[src/rtl/pong_pkg.sv]
// Shared definitions for the pong engine: state encoding, default geometry
// and helpers that derive centre positions and far-edge limits.
package pong_pkg;

    typedef enum logic [2:0] {
        ST_IDLE  = 3'd0,
        ST_SERVE = 3'd1,
        ST_PLAY  = 3'd2,
        ST_OVER  = 3'd3
    } state_t;

    localparam int DEF_H_RES            = 640;
    localparam int DEF_V_RES            = 480;
    localparam int DEF_WALL             = 10;
    localparam int DEF_PADDLE_LEN       = 50;
    localparam int DEF_PADDLE_THK       = 10;
    localparam int DEF_BALL_SIZE        = 10;
    localparam int DEF_P1_X             = 39;
    localparam int DEF_P2_X             = 590;
    localparam int DEF_PADDLE_STEP      = 8;
    localparam int DEF_V_MIN            = 2;
    localparam int DEF_V_MAX            = 6;
    localparam int DEF_HITS_PER_SPEEDUP = 4;
    localparam int DEF_WIN_SCORE        = 9;
    localparam int DEF_SERVE_DELAY      = 60;
    localparam int DEF_SCORE_W          = 4;

    // Top-left coordinate that centres an object of 'size' within 'extent'.
    function automatic logic [9:0] centre_pos(input int extent, input int size);
        return 10'((extent - size) / 2);
    endfunction

    // Largest top-left coordinate that keeps an object inside the far wall.
    function automatic int far_limit(input int extent, input int wall, input int size);
        return extent - wall - size;
    endfunction

    localparam logic [9:0] DEF_BALL_X0 = centre_pos(DEF_H_RES, DEF_BALL_SIZE);
    localparam logic [9:0] DEF_BALL_Y0 = centre_pos(DEF_V_RES, DEF_BALL_SIZE);
    localparam logic [9:0] DEF_PAD_Y0  = centre_pos(DEF_V_RES, DEF_PADDLE_LEN);

endpackage

[src/rtl/pong_paddle.sv]
// One paddle's vertical position: steps on command, clamped between the walls,
// and snaps back to the centre when a point is scored.
module pong_paddle
    import pong_pkg::*;
#(
    parameter int MIN_Y    = DEF_WALL,
    parameter int MAX_Y    = DEF_V_RES - DEF_WALL - DEF_PADDLE_LEN,
    parameter int STEP     = DEF_PADDLE_STEP,
    parameter int CENTRE_Y = 215
) (
    input  logic       clk,
    input  logic       rst,
    input  logic       move,
    input  logic       recentre,
    input  logic       up,
    input  logic       down,
    output logic [9:0] pos
);

    logic [9:0] pos_r;
    logic [9:0] pos_s;

    // Next position: recentre wins, conflicting or absent commands hold.
    always_comb begin
        pos_s = pos_r;
        if (recentre) begin
            pos_s = 10'(CENTRE_Y);
        end else if (move && up && !down) begin
            pos_s = (pos_r < 10'(MIN_Y + STEP)) ? 10'(MIN_Y) : pos_r - 10'(STEP);
        end else if (move && down && !up) begin
            pos_s = (pos_r > 10'(MAX_Y - STEP)) ? 10'(MAX_Y) : pos_r + 10'(STEP);
        end else begin
            pos_s = pos_r;
        end
    end

    // Position register.
    always_ff @(posedge clk or negedge rst) begin
        if (!rst) begin
            pos_r <= 10'(CENTRE_Y);
        end else begin
            pos_r <= pos_s;
        end
    end

    assign pos = pos_r;

endmodule

[src/rtl/pong_engine.sv]
// Pong game core: serve timing, ball motion against walls and paddles,
// scoring and speed-up, all advanced only on frame_tick.
module pong_engine
    import pong_pkg::*;
#(
    parameter int H_RES            = DEF_H_RES,
    parameter int V_RES            = DEF_V_RES,
    parameter int WALL             = DEF_WALL,
    parameter int PADDLE_LEN       = DEF_PADDLE_LEN,
    parameter int PADDLE_THK       = DEF_PADDLE_THK,
    parameter int BALL_SIZE        = DEF_BALL_SIZE,
    parameter int P1_X             = DEF_P1_X,
    parameter int P2_X             = DEF_P2_X,
    parameter int PADDLE_STEP      = DEF_PADDLE_STEP,
    parameter int V_MIN            = DEF_V_MIN,
    parameter int V_MAX            = DEF_V_MAX,
    parameter int HITS_PER_SPEEDUP = DEF_HITS_PER_SPEEDUP,
    parameter int WIN_SCORE        = DEF_WIN_SCORE,
    parameter int SERVE_DELAY      = DEF_SERVE_DELAY,
    parameter int SCORE_W          = DEF_SCORE_W
) (
    input  logic               clk,
    input  logic               rst,
    input  logic               frame_tick,
    input  logic               start,
    input  logic               pause,
    input  logic               up1,
    input  logic               down1,
    input  logic               up2,
    input  logic               down2,
    output logic [9:0]         ball_x,
    output logic [9:0]         ball_y,
    output logic [9:0]         paddle1_y,
    output logic [9:0]         paddle2_y,
    output logic [SCORE_W-1:0] score1,
    output logic [SCORE_W-1:0] score2,
    output logic [2:0]         speed,
    output logic               point1,
    output logic               point2,
    output logic               game_over,
    output logic [2:0]         state
);

    localparam logic [9:0] BALL_X0  = centre_pos(H_RES, BALL_SIZE);
    localparam logic [9:0] BALL_Y0  = centre_pos(V_RES, BALL_SIZE);
    localparam logic [9:0] PAD_Y0   = centre_pos(V_RES, PADDLE_LEN);
    localparam logic [9:0] WALL_POS = 10'(WALL);
    localparam logic [9:0] BOTTOM   = 10'(far_limit(V_RES, WALL, BALL_SIZE));
    localparam logic [9:0] RIGHT    = 10'(far_limit(H_RES, WALL, BALL_SIZE));
    localparam logic [9:0] P1_FACE  = 10'(P1_X + PADDLE_THK);
    localparam logic [9:0] P2_STOP  = 10'(P2_X - BALL_SIZE);
    localparam logic signed [10:0] S_WALL    = {1'b0, WALL_POS};
    localparam logic signed [10:0] S_BOTTOM  = {1'b0, BOTTOM};
    localparam logic signed [10:0] S_RIGHT   = {1'b0, RIGHT};
    localparam logic signed [10:0] S_P1_FACE = {1'b0, P1_FACE};
    localparam logic signed [10:0] S_P2_STOP = {1'b0, P2_STOP};
    localparam int SC_W = $clog2(SERVE_DELAY + 1);
    localparam int HC_W = (HITS_PER_SPEEDUP > 1) ? $clog2(HITS_PER_SPEEDUP) : 1;

    state_t             state_r, state_s;
    logic [9:0]         ball_x_r, ball_x_s, ball_y_r, ball_y_s;
    logic               dx_r, dx_s, dy_r, dy_s;
    logic [2:0]         speed_r, speed_s;
    logic [SCORE_W-1:0] score1_r, score1_s, score2_r, score2_s;
    logic [SC_W-1:0]    serve_cnt_r, serve_cnt_s;
    logic [HC_W-1:0]    hit_cnt_r, hit_cnt_s;
    logic               point1_r, point1_s, point2_r, point2_s;
    logic               game_over_r, game_over_s;
    logic               pad_move_s, pad_centre_s, win_s;
    logic [9:0]         pad1_y_s, pad2_y_s;
    logic signed [10:0] bx_s, by_s, spd_s, nx_s, ny_s;
    logic               overlap1_s, overlap2_s, hit1_s, hit2_s;

    // dx_r/dy_r: 1 means left/up. Collisions use pre-update paddle positions.
    assign spd_s      = {8'd0, speed_r};
    assign bx_s       = {1'b0, ball_x_r};
    assign by_s       = {1'b0, ball_y_r};
    assign nx_s       = dx_r ? bx_s - spd_s : bx_s + spd_s;
    assign ny_s       = dy_r ? by_s - spd_s : by_s + spd_s;
    assign overlap1_s = ({1'b0, ball_y_r} + 11'(BALL_SIZE) > {1'b0, pad1_y_s}) &&
                        ({1'b0, ball_y_r} < {1'b0, pad1_y_s} + 11'(PADDLE_LEN));
    assign overlap2_s = ({1'b0, ball_y_r} + 11'(BALL_SIZE) > {1'b0, pad2_y_s}) &&
                        ({1'b0, ball_y_r} < {1'b0, pad2_y_s} + 11'(PADDLE_LEN));
    assign hit1_s     = dx_r && (bx_s >= S_P1_FACE) && (nx_s <= S_P1_FACE) && overlap1_s;
    assign hit2_s     = !dx_r && (bx_s <= S_P2_STOP) && (nx_s >= S_P2_STOP) && overlap2_s;

    // Next-state logic: game flow, ball resolution, scoring and speed-up.
    always_comb begin
        state_s      = state_r;
        ball_x_s     = ball_x_r;
        ball_y_s     = ball_y_r;
        dx_s         = dx_r;
        dy_s         = dy_r;
        speed_s      = speed_r;
        score1_s     = score1_r;
        score2_s     = score2_r;
        serve_cnt_s  = serve_cnt_r;
        hit_cnt_s    = hit_cnt_r;
        point1_s     = 1'b0;
        point2_s     = 1'b0;
        pad_move_s   = 1'b0;
        pad_centre_s = 1'b0;
        win_s        = 1'b0;
        if (frame_tick) begin
            case (state_r)
                ST_IDLE: begin
                    if (start) state_s = ST_SERVE;
                    else       state_s = ST_IDLE;
                end
                ST_SERVE: begin
                    if (!pause) begin
                        pad_move_s = 1'b1;
                        if (serve_cnt_r == SC_W'(SERVE_DELAY - 1)) begin
                            serve_cnt_s = '0;
                            state_s     = ST_PLAY;
                        end else begin
                            serve_cnt_s = serve_cnt_r + SC_W'(1);
                        end
                    end else begin
                        pad_move_s = 1'b0;
                    end
                end
                ST_PLAY: begin
                    if (!pause) begin
                        pad_move_s = 1'b1;
                        if (ny_s <= S_WALL) begin
                            ball_y_s = WALL_POS;
                            dy_s     = 1'b0;
                        end else if (ny_s >= S_BOTTOM) begin
                            ball_y_s = BOTTOM;
                            dy_s     = 1'b1;
                        end else begin
                            ball_y_s = ny_s[9:0];
                        end
                        if (hit1_s || hit2_s) begin
                            ball_x_s = hit1_s ? P1_FACE : P2_STOP;
                            dx_s     = hit2_s;
                            if (hit_cnt_r == HC_W'(HITS_PER_SPEEDUP - 1)) begin
                                hit_cnt_s = '0;
                                if (speed_r < 3'(V_MAX)) speed_s = speed_r + 3'd1;
                                else                     speed_s = speed_r;
                            end else begin
                                hit_cnt_s = hit_cnt_r + HC_W'(1);
                            end
                        end else if ((nx_s <= S_WALL) || (nx_s >= S_RIGHT)) begin
                            // Serve goes toward the player who just lost the point.
                            pad_centre_s = 1'b1;
                            ball_x_s     = BALL_X0;
                            ball_y_s     = BALL_Y0;
                            speed_s      = 3'(V_MIN);
                            hit_cnt_s    = '0;
                            dy_s         = ~dy_r;
                            if (nx_s <= S_WALL) begin
                                score2_s = score2_r + SCORE_W'(1);
                                point2_s = 1'b1;
                                dx_s     = 1'b1;
                                win_s    = (score2_r == SCORE_W'(WIN_SCORE - 1));
                            end else begin
                                score1_s = score1_r + SCORE_W'(1);
                                point1_s = 1'b1;
                                dx_s     = 1'b0;
                                win_s    = (score1_r == SCORE_W'(WIN_SCORE - 1));
                            end
                            state_s = win_s ? ST_OVER : ST_SERVE;
                        end else begin
                            ball_x_s = nx_s[9:0];
                        end
                    end else begin
                        pad_move_s = 1'b0;
                    end
                end
                ST_OVER: begin
                    if (start) begin
                        state_s  = ST_IDLE;
                        score1_s = '0;
                        score2_s = '0;
                    end else begin
                        state_s = ST_OVER;
                    end
                end
                default: state_s = ST_IDLE;
            endcase
        end
    end

    assign game_over_s = (state_s == ST_OVER);

    // State and output registers.
    always_ff @(posedge clk or negedge rst) begin
        if (!rst) begin
            state_r     <= ST_IDLE;
            ball_x_r    <= BALL_X0;
            ball_y_r    <= BALL_Y0;
            dx_r        <= 1'b0;
            dy_r        <= 1'b0;
            speed_r     <= 3'(V_MIN);
            score1_r    <= '0;
            score2_r    <= '0;
            serve_cnt_r <= '0;
            hit_cnt_r   <= '0;
            point1_r    <= 1'b0;
            point2_r    <= 1'b0;
            game_over_r <= 1'b0;
        end else begin
            state_r     <= state_s;
            ball_x_r    <= ball_x_s;
            ball_y_r    <= ball_y_s;
            dx_r        <= dx_s;
            dy_r        <= dy_s;
            speed_r     <= speed_s;
            score1_r    <= score1_s;
            score2_r    <= score2_s;
            serve_cnt_r <= serve_cnt_s;
            hit_cnt_r   <= hit_cnt_s;
            point1_r    <= point1_s;
            point2_r    <= point2_s;
            game_over_r <= game_over_s;
        end
    end

    pong_paddle #(
        .MIN_Y(WALL), .MAX_Y(far_limit(V_RES, WALL, PADDLE_LEN)),
        .STEP(PADDLE_STEP), .CENTRE_Y(int'(PAD_Y0))
    ) u_paddle1 (
        .clk(clk), .rst(rst), .move(pad_move_s), .recentre(pad_centre_s),
        .up(up1), .down(down1), .pos(pad1_y_s)
    );

    pong_paddle #(
        .MIN_Y(WALL), .MAX_Y(far_limit(V_RES, WALL, PADDLE_LEN)),
        .STEP(PADDLE_STEP), .CENTRE_Y(int'(PAD_Y0))
    ) u_paddle2 (
        .clk(clk), .rst(rst), .move(pad_move_s), .recentre(pad_centre_s),
        .up(up2), .down(down2), .pos(pad2_y_s)
    );

    assign ball_x    = ball_x_r;
    assign ball_y    = ball_y_r;
    assign paddle1_y = pad1_y_s;
    assign paddle2_y = pad2_y_s;
    assign score1    = score1_r;
    assign score2    = score2_r;
    assign speed     = speed_r;
    assign point1    = point1_r;
    assign point2    = point2_r;
    assign game_over = game_over_r;
    assign state     = state_r;

endmodule

[config.mk]
export PLATFORM = sky130hd
export DESIGN_NAME = pong_engine
export DESIGN_NICKNAME = d
export VERILOG_FILES = /design/src/rtl/pong_pkg.sv /design/src/rtl/pong_paddle.sv /design/src/rtl/pong_engine.sv
export SDC_FILE = /design/constraint.sdc
export NUM_CORES = 1
export LEC_CHECK = 0
export ABC_AREA = 1
export CELL_PAD_IN_SITES_DETAIL_PLACEMENT = 0
export CELL_PAD_IN_SITES_GLOBAL_PLACEMENT = 1
export CORE_MARGIN = 3
export CORE_UTILIZATION = 43
export DETAILED_ROUTE_END_ITERATION = 8
export PLACE_DENSITY = 0.9
export SETUP_SLACK_MARGIN = 0.5
export SYNTH_ARGS = -nofsm -noshare
export SYNTH_HDL_FRONTEND = slang
export SYNTH_SLANG_ARGS = --single-unit
[constraint.sdc]
create_clock -name clk -period 4.6 [get_ports clk]
set_clock_uncertainty 0.1 [all_clocks]
set_input_delay 1.15 -clock clk [delete_from_list [all_inputs] [get_ports clk]]
set_output_delay 1.15 -clock clk [all_outputs]
set_load 0.005 [all_outputs]
==> summary.md <==
| Metric | Value |
|---|---|
| Most frequent CP cell | `inv_1` |
| Vias in the first global route | `6426` |
| ANT nets after route | `0` |
| Starting density of the core | `roughly 44%` |
| # IOs | `66` |
| Number of DRC violations after detailed-routing iteration 0 | `330` |
| Slowest CP cell | `dfstp_2` |
| Worst hold start | `u_paddle2.pos[0]$_DFFE_PN1P_` |
| GRT Resource Usage Total | `about 22%` |
| Share of cells above drive strength 1 | `around 11%` |
| Final HPWL from detailed placement | `~15 mm` |
| FFs w/ async S/R, synth | `100%` |
| Clk pin slew, worst setup/hold paths | `about 0.06 ns` |
| Die footprint | `17300 sq um` |
| Top cell type's share of synthesized area | `15.5%` |
| Minimum clock period | `3.78 ns` |
| Number of synthesized register bits | `67` |
| Core area | `15300 sq um` |
| Max Slew Vio Count | `0` |
| Die Span X | `around 130 um` |
| M3 GR Usage | `between 3 and 4%` |
| Critical path, cell by cell | `inv_1 -> ha_1 -> ha_1 -> nor2_2 -> inv_1 -> ha_1 -> nand2_1 -> inv_1 -> a21oi_1 -> nand3_1 -> nand2_1 -> nand2_2 -> nor2_4 -> nand2_2 -> nand3_4 -> nand2_8 -> nor2_8 -> nand2_8 -> nand3_4 -> inv_1 -> nand2_1 -> o21ai_1` |
| Placed Area | `between 7000 and 8000 sq um` |
| RSZ-0062 raised after global routing | `no` |
| Most Crowded Layer GR | `met2` |
| Mapped Area | `6780 sq um` |
| P&R area growth vs syn | `18.5%` |
| Vias | `approximately 6600` |
| Finished Layout Cells | `between 1000 and 1500` |
| Worst hold slack | `0.401 ns` |
| M2 GR Usage | `between 30% and 40%` |
| CP Launch Type | `register` |
| Crit path required time | `~4.7 ns` |
| Slew HR | `39.3%` |
| Yosys warns | `0` |
| I/O Buffers | `between 60 and 70` |
| Largest net degree at the start of global routing | `39` |
| Fmax achieved | `0.264 GHz` |
| Reg-to-Reg Start | `speed[1]$_DFFE_PN1P_` |
| Average size of a mapped cell | `6.99 sq um` |
| Nets | `~1100` |
| Gpl congestion | `a little under 0.9` |
| Setup Crit Path Kind | `reg -> reg` |
| Cts bufs inserted | `9` |
| CTS Hold Buffers Added | `0` |
| R2R setup slack | `approximately 0.82 ns` |
| Clk sinks | `67` |
| CP Capture Type | `register` |
| Distinct cell type count after synthesis | `53` |
| DRT Pass-1 Iters | `5` |
| DRC Markers | `0` |
| Post-Route WL | `~19 mm` |
| Sequential area share after synthesis | `between 20% and 30%` |
| Wire per inst | `15.1 um` |
| Post-synth EDFFs | `0` |
| Tcrit/Tclk final | `roughly 80%` |
| Top cell type by total area after synthesis | `dfrtp_1` |
| Worst skew pair latency | `between 0.3 and 0.4 ns` |
| Die height | `132 um` |
| Maxcap violations | `0` |
| R2R Path End | `u_paddle2.pos[5]$_DFFE_PN0P_` |
| Post-synth top cells | `nand2_1 (211), inv_1 (138), nor2_1 (89)` |
| Ys flop type | `dfrtp_1` |
| Setup violations, final | `0` |
| Worst-Margin Slew | `0.911 ns` |
| CP Max Fanout | `17` |
| Hold Path Class | `reg -> reg` |
| Vias per inst | `between 5 and 6` |
| CP startpoint | `speed[1]$_DFFE_PN1P_` |
| Crit path capture | `u_paddle2.pos[5]$_DFFE_PN0P_` |
| Post-route design area | `between 8000 and 9000 sq um` |
| Top-count cell post-synth | `nand2_1` |
| CTS HTree Levels | `3` |
| First-pass GRT wire length | `between 30 and 40 mm` |
| R2R cell count | `22` |
| Leading post-synthesis cells by cell area | `dfrtp_1 (16%), ha_1 (14%), nand2_1 (12%)` |
| Final TNS setup | `0 ns` |
| Mapped Cells | `969` |
| CTS max path bufs | `2` |
| Initial antenna violation count | `0` |
| Post-Syn Nets | `1055` |
| Row count | `45` |
| # diodes | `0` |
| TritonCTS clock tree | `yes` |
| Cell count after placement | `1237` |
| Clk root buf | `clkbuf_16` |
| Status | `completed` |
| Met1 GRT Util | `between 30% and 40%` |
| Grt total ovfl | `0` |
| Worst EP arrival | `just under 4 ns` |
| Slowest stage delay, CP | `roughly 0.56 ns` |
| Final hold vios | `0` |
==> area by class of cell <==
cell class	count	area, sq um
sequential	67	1710
timing repair buffer	72	698
tap	211	264
inverter	150	566
clock inverter	5	77.6
clock buffer	11	243
fill	1547	7280
multi-input combinational	741	4480
==> registers in the layout, indices dropped and copies added (netlist names) <==
register	cells
ball_x	10
ball_y	10
dx_r	1
dy_r	1
game_over	1
hit_cnt_r	2
point1	1
point2	1
score1	4
score2	4
serve_cnt_r	6
speed	3
state	3
u_paddle1.pos	10
u_paddle2.pos	10
==> metal layers <==
layer	vias up	routed length (um)	part of all wire, %
met4	0	245	1.3
met5	-	0	0
met2	159	8860	47
met3	17	798	4.2
li1	3337	-	-
met1	3067	9070	48
==> worst min-delay path by stage <==
| stage | end | slack [ns] | cells past startpoint |
|---|---|---|---|
| finish | u_paddle2.pos[0]$_DFFE_PN1P_ | 0.40 | 2 |
| CTS | u_paddle2.pos[0]$_DFFE_PN1P_ | 0.41 | 2 |
| detailed placement | u_paddle2.pos[0]$_DFFE_PN1P_ | 0.40 | 2 |
| global route | u_paddle1.pos[0]$_DFFE_PN1P_ | 0.43 | 2 |
| global placement | u_paddle1.pos[0]$_DFFE_PN1P_ | 0.39 | 2 |
| floorplan | u_paddle1.pos[0]$_DFFE_PN1P_ | 0.37 | 2 |
==> kinds of logic after synthesis <==
kind of cell               synth area share, %
buffers and inverters                     9.41
and+or+nand+nor                           31.5
AOI/OAI and AO/OA                         13.2
DFF                                       25.2
xor gates and xnor gates                  6.20
adders and majority gates                 14.4
==> what timing repair did <==
action	CTS	global route
endpoints found under the setup margin	0	34
setup buffers	0	4
gates resized for setup	0	14
==> worst max-delay path: cells and delay by family (launching register included) <==
family | cells | cell delay (ns)
AND/OR/NAND/NOR | 13 | 1.63
flip-flops | 1 | 0.56
AO/OA/AOI/OAI | 2 | 0.26
buffers and inverters | 4 | 0.36
adder cells (fa/ha/maj) | 3 | 0.76
==> metrics by stage <==
step | util (%) | setup slack (ns)
after global routing | 52.5 | 0.485
after detailed placement | 49.9 | 0.644
final | 52.5 | 0.818
after CTS | 52.0 | 0.619
after global placement | 49.9 | 0.682
after floorplan | - | 1.26
==> cells in the final DEF, fill, tap and decap left out, drive strengths merged, types with 4 or more instances in the layout <==
master	instances
clkdlybuf4s50	64
o21ai	67
inv	147
a21oi	50
xnor2	9
nand4	19
dfrtp	42
dfstp	25
nand2	229
a31oi	7
o211ai	5
o22ai	6
nand3	83
ha	75
clkbuf	11
nor3	18
nor2	100
o31ai	5
buf	8
clkinv	5
xor2	39
a21o	4
Power is left out: the tool's default activity adds up to more than one toggle a clock period on the data nets, which glitch-free logic cannot reach.
